**src/rtl/vend_pkg.sv**
```systemverilog
// vend_pkg: shared types and constants for the vending transaction path.
// States, key codes, coin values and the price lookup helper.
package vend_pkg;

  typedef enum logic [1:0] {
    ST_IDLE,
    ST_CREDIT,
    ST_VEND_WAIT,
    ST_CHANGE
  } vend_state_e;

  localparam logic [3:0] KEY_COIN5  = 4'h1;
  localparam logic [3:0] KEY_COIN10 = 4'h2;
  localparam logic [3:0] KEY_COIN25 = 4'h3;
  localparam logic [3:0] KEY_SEL_A  = 4'h4;
  localparam logic [3:0] KEY_SEL_B  = 4'h5;
  localparam logic [3:0] KEY_SEL_C  = 4'h6;
  localparam logic [3:0] KEY_SEL_D  = 4'h7;
  localparam logic [3:0] KEY_CANCEL = 4'hF;

  localparam logic [4:0] COIN5_V  = 5'd5;
  localparam logic [4:0] COIN10_V = 5'd10;
  localparam logic [4:0] COIN25_V = 5'd25;

  function automatic int unsigned price_of(
    input logic [1:0]  sel,
    input int unsigned pa,
    input int unsigned pb,
    input int unsigned pc,
    input int unsigned pd
  );
    int unsigned p;
    unique case (sel)
      2'd0:    p = pa;
      2'd1:    p = pb;
      2'd2:    p = pc;
      default: p = pd;
    endcase
    return p;
  endfunction

endpackage

```
**src/rtl/vend_if.sv**
```systemverilog
// vend_if: keypad/motor/display bundle of the vend controller.
// slave = controller side, master = environment side.
interface vend_if #(
  parameter int unsigned CREDIT_W = 8
);
  logic                key_valid;
  logic [3:0]          key_code;
  logic                vend_ack;
  logic [CREDIT_W-1:0] credit;
  logic                vend_req;
  logic [1:0]          vend_sel;
  logic                change_pulse;
  logic                coin_reject;
  logic                insufficient;
  logic                busy;

  modport slave (
    input  key_valid,
    input  key_code,
    input  vend_ack,
    output credit,
    output vend_req,
    output vend_sel,
    output change_pulse,
    output coin_reject,
    output insufficient,
    output busy
  );

  modport master (
    output key_valid,
    output key_code,
    output vend_ack,
    input  credit,
    input  vend_req,
    input  vend_sel,
    input  change_pulse,
    input  coin_reject,
    input  insufficient,
    input  busy
  );
endinterface

```
**src/rtl/vend_change_timer.sv**
```systemverilog
// vend_change_timer: PERIOD-cycle down-counter; done_o on every PERIOD-th tick.
// Ports: clk, rst_n (async low), start_i (reload), tick_i (count), done_o.
module vend_change_timer #(
  parameter int unsigned PERIOD = 4
) (
  input  logic clk,
  input  logic rst_n,
  input  logic start_i,
  input  logic tick_i,
  output logic done_o
);

  localparam int unsigned W = (PERIOD > 2) ? $clog2(PERIOD) : 1;
  localparam logic [W-1:0] LOAD = W'(PERIOD - 1);

  logic [W-1:0] cnt_q;
  logic [W-1:0] cnt_d;

  always_comb begin
    cnt_d  = cnt_q;
    done_o = 1'b0;
    if (start_i) begin
      cnt_d = LOAD;
    end else if (tick_i) begin
      if (cnt_q == '0) begin
        done_o = 1'b1;
        cnt_d  = LOAD;
      end else begin
        cnt_d = cnt_q - 1'b1;
      end
    end
  end

  always_ff @(posedge clk or negedge rst_n) begin
    if (!rst_n) cnt_q <= '0;
    else        cnt_q <= cnt_d;
  end

endmodule

```
**src/rtl/vend_controller.sv**
```systemverilog
// vend_controller: coin/select/cancel sequencer, dispense handshake, change payout.
// Ports: clk, reset (async low), bus (vend_if.slave). Option: VEND_TIMEOUT_EN.
module vend_controller
  import vend_pkg::*;
#(
  parameter int unsigned CREDIT_W    = 8,
  parameter int unsigned PRICE_A     = 25,
  parameter int unsigned PRICE_B     = 50,
  parameter int unsigned PRICE_C     = 75,
  parameter int unsigned PRICE_D     = 100,
  parameter int unsigned CHANGE_GAP  = 4,
  parameter int unsigned ACK_TIMEOUT = 1000
) (
  input  logic  clk,
  input  logic  reset,
  vend_if.slave bus
);

  localparam int unsigned CW1 = CREDIT_W + 1;

  if (CHANGE_GAP < 2 || ACK_TIMEOUT < 1) begin : g_bad_cfg
    $error("vend_controller: bad CHANGE_GAP/ACK_TIMEOUT");
  end

  vend_state_e state_q, state_d;
  logic [CREDIT_W-1:0] credit_q, credit_d;
  logic       req_q, req_d;
  logic [1:0] sel_q, sel_d;
  logic       pulse_q, pulse_d;
  logic       rej_q, rej_d;
  logic       insuf_q, insuf_d;
  logic       busy_q, busy_d;

  logic       chg_start, chg_tick, chg_done;

  logic       is_coin, is_sel, is_cancel;
  logic [4:0] coin_v;
  logic [CW1-1:0] sum_w;
  logic [CW1-1:0] price_w;
  logic [CW1-1:0] vprice_w;

  always_comb begin
    is_coin   = 1'b0;
    is_sel    = 1'b0;
    is_cancel = 1'b0;
    coin_v    = '0;
    unique case (1'b1)
      (bus.key_code == KEY_COIN5): begin
        is_coin = 1'b1;
        coin_v  = COIN5_V;
      end
      (bus.key_code == KEY_COIN10): begin
        is_coin = 1'b1;
        coin_v  = COIN10_V;
      end
      (bus.key_code == KEY_COIN25): begin
        is_coin = 1'b1;
        coin_v  = COIN25_V;
      end
      (bus.key_code >= KEY_SEL_A &&
       bus.key_code <= KEY_SEL_D): begin
        is_sel = 1'b1;
      end
      (bus.key_code == KEY_CANCEL): begin
        is_cancel = 1'b1;
      end
      default: ;
    endcase
  end

  // One extra bit so an overflowing coin is detected, never wrapped.
  assign sum_w = {1'b0, credit_q} + CW1'(coin_v);

  // Select keys 4..7 map straight onto product index 0..3.
  assign price_w = CW1'(price_of(bus.key_code[1:0],
    PRICE_A, PRICE_B, PRICE_C, PRICE_D));

  assign vprice_w = CW1'(price_of(sel_q,
    PRICE_A, PRICE_B, PRICE_C, PRICE_D));

`ifdef VEND_TIMEOUT_EN
  logic to_start, to_tick, to_done;

  vend_change_timer #(
    .PERIOD(ACK_TIMEOUT)
  ) u_ack_timer (
    .clk    (clk),
    .rst_n  (reset),
    .start_i(to_start),
    .tick_i (to_tick),
    .done_o (to_done)
  );
`endif

  vend_change_timer #(
    .PERIOD(CHANGE_GAP)
  ) u_change_timer (
    .clk    (clk),
    .rst_n  (reset),
    .start_i(chg_start),
    .tick_i (chg_tick),
    .done_o (chg_done)
  );

  always_comb begin
    state_d   = state_q;
    credit_d  = credit_q;
    req_d     = req_q;
    sel_d     = sel_q;
    pulse_d   = 1'b0;
    rej_d     = 1'b0;
    insuf_d   = 1'b0;
    chg_start = 1'b0;
    chg_tick  = 1'b0;
`ifdef VEND_TIMEOUT_EN
    to_start  = 1'b0;
    to_tick   = 1'b0;
`endif
    unique case (state_q)
      ST_IDLE, ST_CREDIT: begin
        if (bus.key_valid) begin
          if (is_coin) begin
            if (sum_w[CREDIT_W]) begin
              rej_d = 1'b1;
            end else begin
              credit_d = sum_w[CREDIT_W-1:0];
              state_d  = ST_CREDIT;
            end
          end else if (is_sel) begin
            if (state_q == ST_CREDIT &&
                {1'b0, credit_q} >= price_w) begin
              credit_d = credit_q - price_w[CREDIT_W-1:0];
              sel_d    = bus.key_code[1:0];
              req_d    = 1'b1;
              state_d  = ST_VEND_WAIT;
`ifdef VEND_TIMEOUT_EN
              to_start = 1'b1;
`endif
            end else begin
              insuf_d = 1'b1;
            end
          end else if (is_cancel &&
                       state_q == ST_CREDIT) begin
            state_d   = ST_CHANGE;
            chg_start = 1'b1;
          end
        end
      end
      ST_VEND_WAIT: begin
`ifdef VEND_TIMEOUT_EN
        to_tick = 1'b1;
`endif
        if (bus.vend_ack) begin
          req_d = 1'b0;
          if (credit_q != '0) begin
            state_d   = ST_CHANGE;
            chg_start = 1'b1;
          end else begin
            state_d = ST_IDLE;
          end
        end
`ifdef VEND_TIMEOUT_EN
        else if (to_done) begin
          // Refund fits: the price was subtracted from this credit.
          req_d     = 1'b0;
          credit_d  = credit_q + vprice_w[CREDIT_W-1:0];
          state_d   = ST_CHANGE;
          chg_start = 1'b1;
        end
`endif
      end
      ST_CHANGE: begin
        chg_tick = 1'b1;
        if (credit_q == '0) begin
          state_d = ST_IDLE;
        end else if (chg_done) begin
          pulse_d  = 1'b1;
          credit_d = credit_q - CREDIT_W'(5);
        end
      end
      default: state_d = ST_IDLE;
    endcase
    busy_d = (state_d == ST_VEND_WAIT) ||
             (state_d == ST_CHANGE);
  end

  always_ff @(posedge clk or negedge reset) begin
    if (!reset) begin
      state_q  <= ST_IDLE;
      credit_q <= '0;
      req_q    <= 1'b0;
      sel_q    <= 2'd0;
      pulse_q  <= 1'b0;
      rej_q    <= 1'b0;
      insuf_q  <= 1'b0;
      busy_q   <= 1'b0;
    end else begin
      state_q  <= state_d;
      credit_q <= credit_d;
      req_q    <= req_d;
      sel_q    <= sel_d;
      pulse_q  <= pulse_d;
      rej_q    <= rej_d;
      insuf_q  <= insuf_d;
      busy_q   <= busy_d;
    end
  end

  assign bus.credit       = credit_q;
  assign bus.vend_req     = req_q;
  assign bus.vend_sel     = sel_q;
  assign bus.change_pulse = pulse_q;
  assign bus.coin_reject  = rej_q;
  assign bus.insufficient = insuf_q;
  assign bus.busy         = busy_q;

endmodule

```
**src/flat_wrapper.sv**
```systemverilog
// flat-port wrapper written by rule: the top's interface ports become plain ports
module vend_controller_flat import vend_pkg::*;
#(
  parameter int unsigned CREDIT_W    = 8,
  parameter int unsigned PRICE_A     = 25,
  parameter int unsigned PRICE_B     = 50,
  parameter int unsigned PRICE_C     = 75,
  parameter int unsigned PRICE_D     = 100,
  parameter int unsigned CHANGE_GAP  = 4,
  parameter int unsigned ACK_TIMEOUT = 1000
)
  (clk, reset, bus_key_valid, bus_key_code, bus_vend_ack, bus_credit, bus_vend_req, bus_vend_sel, bus_change_pulse, bus_coin_reject, bus_insufficient, bus_busy);
  vend_if #(.CREDIT_W(CREDIT_W)) bus_i ();
  input  logic clk;
  input  logic reset;
  input wire logic [$bits(bus_i.key_valid)-1:0] bus_key_valid;
  input wire logic [$bits(bus_i.key_code)-1:0] bus_key_code;
  input wire logic [$bits(bus_i.vend_ack)-1:0] bus_vend_ack;
  output wire logic [$bits(bus_i.credit)-1:0] bus_credit;
  output wire logic [$bits(bus_i.vend_req)-1:0] bus_vend_req;
  output wire logic [$bits(bus_i.vend_sel)-1:0] bus_vend_sel;
  output wire logic [$bits(bus_i.change_pulse)-1:0] bus_change_pulse;
  output wire logic [$bits(bus_i.coin_reject)-1:0] bus_coin_reject;
  output wire logic [$bits(bus_i.insufficient)-1:0] bus_insufficient;
  output wire logic [$bits(bus_i.busy)-1:0] bus_busy;
  assign bus_i.key_valid = bus_key_valid;
  assign bus_i.key_code = bus_key_code;
  assign bus_i.vend_ack = bus_vend_ack;
  assign bus_credit = bus_i.credit;
  assign bus_vend_req = bus_i.vend_req;
  assign bus_vend_sel = bus_i.vend_sel;
  assign bus_change_pulse = bus_i.change_pulse;
  assign bus_coin_reject = bus_i.coin_reject;
  assign bus_insufficient = bus_i.insufficient;
  assign bus_busy = bus_i.busy;
  vend_controller #(.CREDIT_W(CREDIT_W), .PRICE_A(PRICE_A), .PRICE_B(PRICE_B), .PRICE_C(PRICE_C), .PRICE_D(PRICE_D), .CHANGE_GAP(CHANGE_GAP), .ACK_TIMEOUT(ACK_TIMEOUT)) u_core (.clk(clk), .reset(reset), .bus(bus_i));
endmodule
```
**config.mk**
```make
export PLATFORM = sky130hd
export DESIGN_NAME = vend_controller_flat
export DESIGN_NICKNAME = d
export VERILOG_FILES = /design/src/rtl/vend_pkg.sv /design/src/rtl/vend_if.sv /design/src/rtl/vend_change_timer.sv /design/src/rtl/vend_controller.sv /design/src/flat_wrapper.sv
export SDC_FILE = /design/constraint.sdc
export NUM_CORES = 1
export LEC_CHECK = 0
export ABC_AREA = 1
export BUFFER_PORTS_ARGS = -buffer_cell sky130_fd_sc_hd__buf_2
export CORE_ASPECT_RATIO = 0.9
export CORE_UTILIZATION = 40
export CTS_CLUSTER_DIAMETER = 60
export CTS_CLUSTER_SIZE = 30
export DETAILED_ROUTE_END_ITERATION = 16
export PLACE_DENSITY_LB_ADDON = 0.15
export SYNTH_ARGS = -nofsm -noshare
export SYNTH_HDL_FRONTEND = slang
export SYNTH_SLANG_ARGS = --single-unit
```
**constraint.sdc**
```tcl
create_clock -name clk -period 5.4 [get_ports clk]
set_input_delay 0.27 -clock clk [delete_from_list [all_inputs] [get_ports clk]]
set_output_delay 0.27 -clock clk [all_outputs]
set_load 0.05 [all_outputs]
```
==> results of run 1 <==
[stage by stage]
stage | total power [mW] | worst slack (ns)
after floorplan | 0.997 | 3.05
after global placement | 1.22 | 2.84
after detailed placement | 1.21 | 2.78
after CTS | 1.32 | 3.05
after global routing | 1.44 | 2.89
final | 1.32 | 3.04
[registers in the layout, indices dropped and copies added (netlist names), 2 cells and up]
register                     flops
u_core.bus.credit                8
u_core.bus.vend_sel              2
u_core.state_q                   2
u_core.u_change_timer.cnt_q      2
[worst max-delay path, cell delays in order]
cell	delay, ns
buf_2	0.13
inv_1	0.12
ha_1	0.19
inv_1	0.10
a21oi_1	0.14
ha_1	0.22
inv_1	0.07
fa_1	0.40
inv_1	0.09
nand3_1	0.10
nand2_2	0.10
nand2_2	0.06
a21oi_4	0.13
nand2_2	0.08
nand2_4	0.09
inv_4	0.05
nand2_8	0.10
nand2_1	0.07
o21ai_2	0.06
[worst paths after layout]
| check | from | end | slack (ns) | depth (start not counted) |
|---|---|---|---|---|
| max | bus_key_code[1] | u_core.bus.credit[3] | 3.04 | 19 |
| min | bus_key_valid | u_core.bus.insufficient | 0.31 | 3 |
| max reg2reg | u_core.bus.credit[0] | u_core.bus.credit[3] | 3.15 | 13 |
| min reg2reg | u_core.bus.vend_sel[1] | u_core.bus.vend_sel[1] | 0.50 | 2 |
| max in group asynchronous | reset | u_core.bus.credit[7] | 4.60 | 2 |
| min in group asynchronous | reset | u_core.bus.insufficient | 0.49 | 2 |
[cell type report]
| type | instances | area, sq um |
|---|---|---|
| Timing Repair Buffer | 23 | 120 |
| Multi-Input combinational cell | 232 | 1390 |
| Sequential cell | 19 | 475 |
| Clock buffer | 4 | 45.0 |
| Inverter | 53 | 201 |
| Fill cell | 536 | 2620 |
| Tap cell | 65 | 81.3 |
[kinds of logic after synthesis]
logic type	count (synthesis)
buffers and inverters	55
AND/OR/NAND/NOR	171
flip-flops	19
AO/OA/AOI/OAI	35
adder cells (fa/ha/maj)	21
XOR/XNOR	5
[layer usage]
metal	GRT usage	wire length, microns	vias up
li1	-	-	1025
met2	0.322	2230	44
met4	0.0419	68	0
met5	0	0	-
met1	0.305	2710	871
met3	0.0379	220	4
[layout by cell type (no fill, tap or decap), types with 4 or more instances in the layout]
cell type,count
a21oi_1,8
buf_2,22
dfrtp_1,19
ha_1,19
inv_1,44
inv_2,7
nand2_1,95
nand2_2,15
nand3_1,22
nand4_1,4
nor2_1,18
o21ai_0,10
xor2_1,4
[timing repair]
action                     CTS  global route
setup endpoints to repair    0             0
hold buffers                 1             0
hold endpoints to repair    19             0
[power by group through the flow]
stage | clock network [mW] | registers [mW] | logic (mW)
5_1_grt | 0.110 | 0.294 | 1.04
3_5_place_dp | 0 | 0.289 | 0.924
3_3_place_gp | 0 | 0.289 | 0.927
6_report | 0.0989 | 0.287 | 0.932
4_1_cts | 0.104 | 0.287 | 0.930
2_1_floorplan | 0 | 0.399 | 0.599
==> summary.md, run 1 <==
| Metric | Value |
|---|---|
| Run status | `completed` |
| Gp weighted congestion | `about 0.88` |
| Finished Cell Area | `around 0.0023 sq mm` |
| Clock slew seen by the registers of the worst setup and hold paths | `roughly 0.070 ns` |
| Post-synthesis to final-layout area growth | `11.5%` |
| Final count of negative-setup-slack endpoints | `0` |
| Commonest cells in the synthesized netlist | `95 x nand2_1, 44 x inv_1, 22 x nand3_1, 19 x dfrtp_1, 19 x ha_1` |
| Core Rows | `24` |
| Avg Cell Area, Syn | `between 6 and 7 sq um` |
| Hold Fails Final Rpt | `0` |
| Part of the total power dissipated in the clock network | `0.075` |
| Post-layout min period | `~2.4 ns` |
| Sequential cell fraction of total power | `0.218` |
| Most frequent cell after synthesis | `nand2_1` |
| Clk Latency, worst-skew pair | `0.26 ns` |
| Die outline height | `roughly 70 microns` |
| Pin count of the biggest net entering global routing | `20` |
| Leading register cell type out of synthesis | `dfrtp_1` |
| Final-layout worst hold slack | `about 0.3 ns` |
| Synthesized cell area | `a little over 0.002 sq mm` |
| All-Layer GR Usage | `0.209` |
| Share of synthesized area spent on multiplexers | `0` |
| Crit path launch type | `input pin` |
| Clock Skews | `0.00550 ns` |
| Global-route wire length before repair | `between 8000 and 9000 microns` |
| Flip-flop and latch count after synthesis | `19` |
| Antenna diodes | `0` |
| Number of different library cells in the post-synthesis netlist | `40` |
| Initial standard-cell utilization of the core | `0.421` |
| Number of global-route vias before repair | `roughly 1800` |
| Max-slew headroom | `0.690` |
| Hpwl dp | `slightly above 4000 microns` |
| Root buffer cell | `clkbuf_8` |
| Max-slew violation total from the final report | `0` |
| Number of antenna violations at the first check in global routing | `0` |
| DRC viols | `0` |
| Die Area | `approximately 0.0055 sq mm` |
| Synth top area share | `0.229` |
| Post-Syn Instances | `just over 300` |
| Net count after synthesis | `335` |
| PwrDens | `between 500 and 600 mW/mm^2` |
| Switching share of power | `0.588` |
| Iteration-0 DRC count of the detailed router | `between 80 and 90` |
| Clock sink count | `19` |
| Wirelength, routed | `5230 microns` |
| Core region area | `about 0.0049 sq mm` |
| Clock buffer count from CTS | `3` |
| Basic-gate share of the synthesized area counting and, or, nand and nor cells | `0.398` |
| Share of cells above drive strength 1 | `0.202` |
| Number of H-tree branching levels | `1` |
| Part of the total power dissipated in combinational logic | `0.707` |
| Share of the synthesized area in compound gates (AO/OA/AOI/OAI) | `0.116` |
| Number of instances in the placed design | `between 300 and 400` |
| Post-DR vias/cell | `roughly 5` |
| Boundary Pins | `23` |
| YS warnings | `0` |
| Non-Filler Instances | `about 400` |
| Average wire per standard cell | `around 13 microns` |
| Arrival time reported for the critical path endpoint | `around 2.6 ns` |
| Share of the cycle needed by the critical path after routing | `0.438` |
| Category of the critical setup timing path | `input pin to register` |
| Class of the tightest hold or removal check | `input pin to register` |
| Post-synthesis xor/xnor area fraction | `0.0211` |
| Antenna Violating Nets Remaining | `0` |
| Main combinational cell family by area after synthesis | `simple AND/OR/NAND/NOR gates` |
| Total Negative Setup Slacks | `0 ns` |
| Internal cell power | `between 0.5 and 0.6 mW` |
| Buffers on Ports | `22` |
| Largest area contributor in the netlist | `dfrtp_1` |
| Max rail drop VDD | `between 200 and 300 uV` |
| Cell types with the largest area share after synthesis | `dfrtp_1 23%, nand2_1 17%, ha_1 11%` |
| Sort of element at the end of the critical path | `register` |
| Largest buffer count on any clock path | `2` |
| Asr flop ratio synth | `1.00` |
| Horizontal extent of the die | `77.9 microns` |
| Highest net fanout along the worst path | `9` |
| Total number of vias | `1944` |
| Measured slew at the worst slew-check pin | `0.460 ns` |
| Count of flip-flops with a built-in enable after synthesis | `0` |
| Total grt overflow | `0` |
| Switching power | `between 0.7 and 0.8 mW` |
| Leakage power | `between 1 and 1.5 nW` |
| Area post-placement | `approximately 0.0023 sq mm` |
| Post-route core utilization | `0.469` |
| Nets | `approximately 360` |
| Post-CTS repair timing setup buffer count | `0` |
| CTS tree | `done` |
| RSZ-0062 raised after global routing | `false` |
| Synth Area in Adders | `0.134` |
| Post-synthesis sequential area ratio | `0.229` |
| Fmax | `between 0.4 and 0.5 GHz` |
| Data required time of the worst path | `between 5 and 6 ns` |
| # Max-Cap Violations | `0` |
| First-pass detailed-route iteration total | `6` |
| Number of gates given a new drive strength after cts | `0` |
No activity file was read; power rests on OpenSTA's default activity.
==> run 2, diff against run 1 <==
==> constraint.sdc (replaced) <==
create_clock -name clk -period 2.3 [get_ports clk]
set_input_delay 0.115 -clock clk [delete_from_list [all_inputs] [get_ports clk]]
set_output_delay 0.115 -clock clk [all_outputs]
set_load 0.05 [all_outputs]
==> summary.md, run 2 (synthesis results as in run 1) <==
| Metric | Value |
|---|---|
| Run status | `completed` |
| Gp weighted congestion | `around 0.9` |
| RSZ-0062 raised after global routing | `false` |
| Largest buffer count on any clock path | `2` |
| All-Layer GR Usage | `0.222` |
| Clk Latency, worst-skew pair | `approximately 0.26 ns` |
| Max reg flops | `8` |
| Crit path launch type | `register` |
| Max rail drop VDD | `roughly 590 uV` |
| Wirelength, routed | `~5500 microns` |
| Number of instances in the placed design | `around 400` |
| Core Rows | `24` |
| Max incr delay on CP | `0.42 ns` |
| Worst Path Buf+Inv | `1` |
| Antenna Violating Nets Remaining | `0` |
| Final count of negative-setup-slack endpoints | `0` |
| Non-Filler Instances | `approximately 410` |
| Origin of the worst min-delay path | `bus_key_valid` |
| Fmax | `~0.47 GHz` |
| # Max-Cap Violations | `0` |
| Area post-placement | `around 0.0024 sq mm` |
| Hpwl dp | `~4500 microns` |
| Arrival time reported for the critical path endpoint | `around 2.3 ns` |
| Core region area | `0.00492 sq mm` |
| Clock sink count | `19` |
| Boundary Pins | `23` |
| Highest net fanout along the worst path | `7` |
| Total number of vias | `2030` |
| PwrDens | `approximately 1300 mW/mm^2` |
| Die outline height | `~70 microns` |
| Root buffer cell | `clkbuf_8` |
| Data required time of the worst path | `around 2.5 ns` |
| Horizontal extent of the die | `77.9 microns` |
| Pin count of the biggest net entering global routing | `20` |
| Max-slew violation total from the final report | `0` |
| Iteration-0 DRC count of the detailed router | `a little under 100` |
| Cell chain of the critical path | `inv_1 > ha_1 > fa_1 > nor2_2 > nor2_2 > nand2_1 > nand2_2 > nand3_2 > nand3_4 > a21oi_4 > nand2_1 > nand2_1` |
| Post-DR vias/cell | `4.94` |
| Clock Skews | `0.00583 ns` |
| Worst reg2reg startpoint | `u_core.bus.credit[0]` |
| DRC viols | `0` |
| Highest-delay cell along the critical path | `dfrtp_2` |
| Post-synthesis to final-layout area growth | `17.1%` |
| Leakage power | `1.36 nW` |
| First-pass detailed-route iteration total | `4` |
| Die Area | `about 0.0055 sq mm` |
| Critical path launch point | `u_core.bus.credit[0]` |
| Category of the critical setup timing path | `register to register` |
| Finished Cell Area | `about 0.0024 sq mm` |
| Clock buffer count from CTS | `3` |
| Hold Fails Final Rpt | `0` |
| Total grt overflow | `0` |
| Cell mode on critical path | `nand2_1` |
| Number of global-route vias before repair | `~2000` |
| Initial standard-cell utilization of the core | `0.421` |
| Class of the tightest hold or removal check | `input pin to register` |
| Share of the cycle needed by the critical path after routing | `0.931` |
| Buffers on Ports | `22` |
| Clock slew seen by the registers of the worst setup and hold paths | `roughly 0.08 ns` |
| Most frequent standard cell in the layout excluding fill and tap cells | `nand2_1` |
| Global-route wire length before repair | `~9300 microns` |
| CTS tree | `done` |
| Average wire per standard cell | `around 13 microns` |
| Total Power | `3.22 mW` |
| Share of cells above drive strength 1 | `0.246` |
| Post-layout min period | `between 2 and 2.5 ns` |
| Number of H-tree branching levels | `1` |
| Number of antenna violations at the first check in global routing | `0` |
| Measured slew at the worst slew-check pin | `roughly 0.43 ns` |
| Antenna diodes | `0` |
| Kind of cell adding the most delay to the critical path | `adder cells` |
| Commonest non-fill, non-tap cells in the layout | `95 x nand2_1, 44 x inv_1, 22 x nand3_1, 22 x buf_2, 19 x ha_1` |
| Nets | `between 300 and 400` |
| Max-slew headroom | `0.713` |
| Sort of element at the end of the critical path | `register` |
run 2: area by class of cell:
cell class / count / area [sq um]
Inverter: 53 / 201
Fill cell: 530 / 2500
Clock buffer: 3 / 41.3
Sequential cell: 19 / 478
Multi-Input combinational cell: 232 / 1390
Tap cell: 65 / 81.3
Clock inverter: 1 / 5.00
Timing Repair Buffer: 38 / 233
run 2: path summary, 6_finish.rpt:
kind                                                   to  slack (ns)  depth (start not counted)
setup / recovery                     u_core.bus.credit[0]        0.16                         12
hold / removal                     u_core.bus.coin_reject        0.15                          3
setup reg to reg                     u_core.bus.credit[0]        0.16                         12
hold reg to reg                    u_core.bus.vend_sel[0]        0.49                          2
max in group asynchronous            u_core.bus.credit[0]        1.65                          2
min in group asynchronous  u_core.u_change_timer.cnt_q[1]        0.32                          2
run 2: routing by layer:
metal / share of wire / global-route usage / routed length (microns)
met4: 0.0091 / 0.0377 / 50
met5: 0 / 0 / 0
met3: 0.042 / 0.0366 / 233
met2: 0.45 / 0.363 / 2460
met1: 0.50 / 0.310 / 2750
run 2: report_power, final:
group / internal [mW] / switching [mW]
clock: 0.121 / 0.118
combinational: 0.774 / 1.58
sequential: 0.470 / 0.157
run 2: worst reg2reg max path: cells and delay by family, from the launching register on:
| kind | cells | cell delay (ns) |
|---|---|---|
| AND/OR/NAND/NOR | 8 | 0.66 |
| adder cells (fa/ha/maj) | 2 | 0.65 |
| flip-flops | 1 | 0.42 |
| AO/OA/AOI/OAI | 1 | 0.27 |
| buffers and inverters | 1 | 0.09 |
run 2: through the flow:
step	setup WS, ns	util	hold slack (ns)	TNS (ns)
after floorplan	0.121	-	-0.181	0
after global placement	0.0377	0.480	0.0784	0
after detailed placement	-0.0197	0.480	0.0872	-0.0197
after CTS	0.138	0.491	0.147	0
after global routing	0.00627	0.493	0.148	0
final	0.158	0.493	0.153	0
run 2: timing repair:
action / CTS / global route
resized for setup: 0 / 0
hold buffers: 1 / 0
setup buffers: 0 / 1
hold endpoints to repair: 19 / 0
setup endpoints to repair: 0 / 1
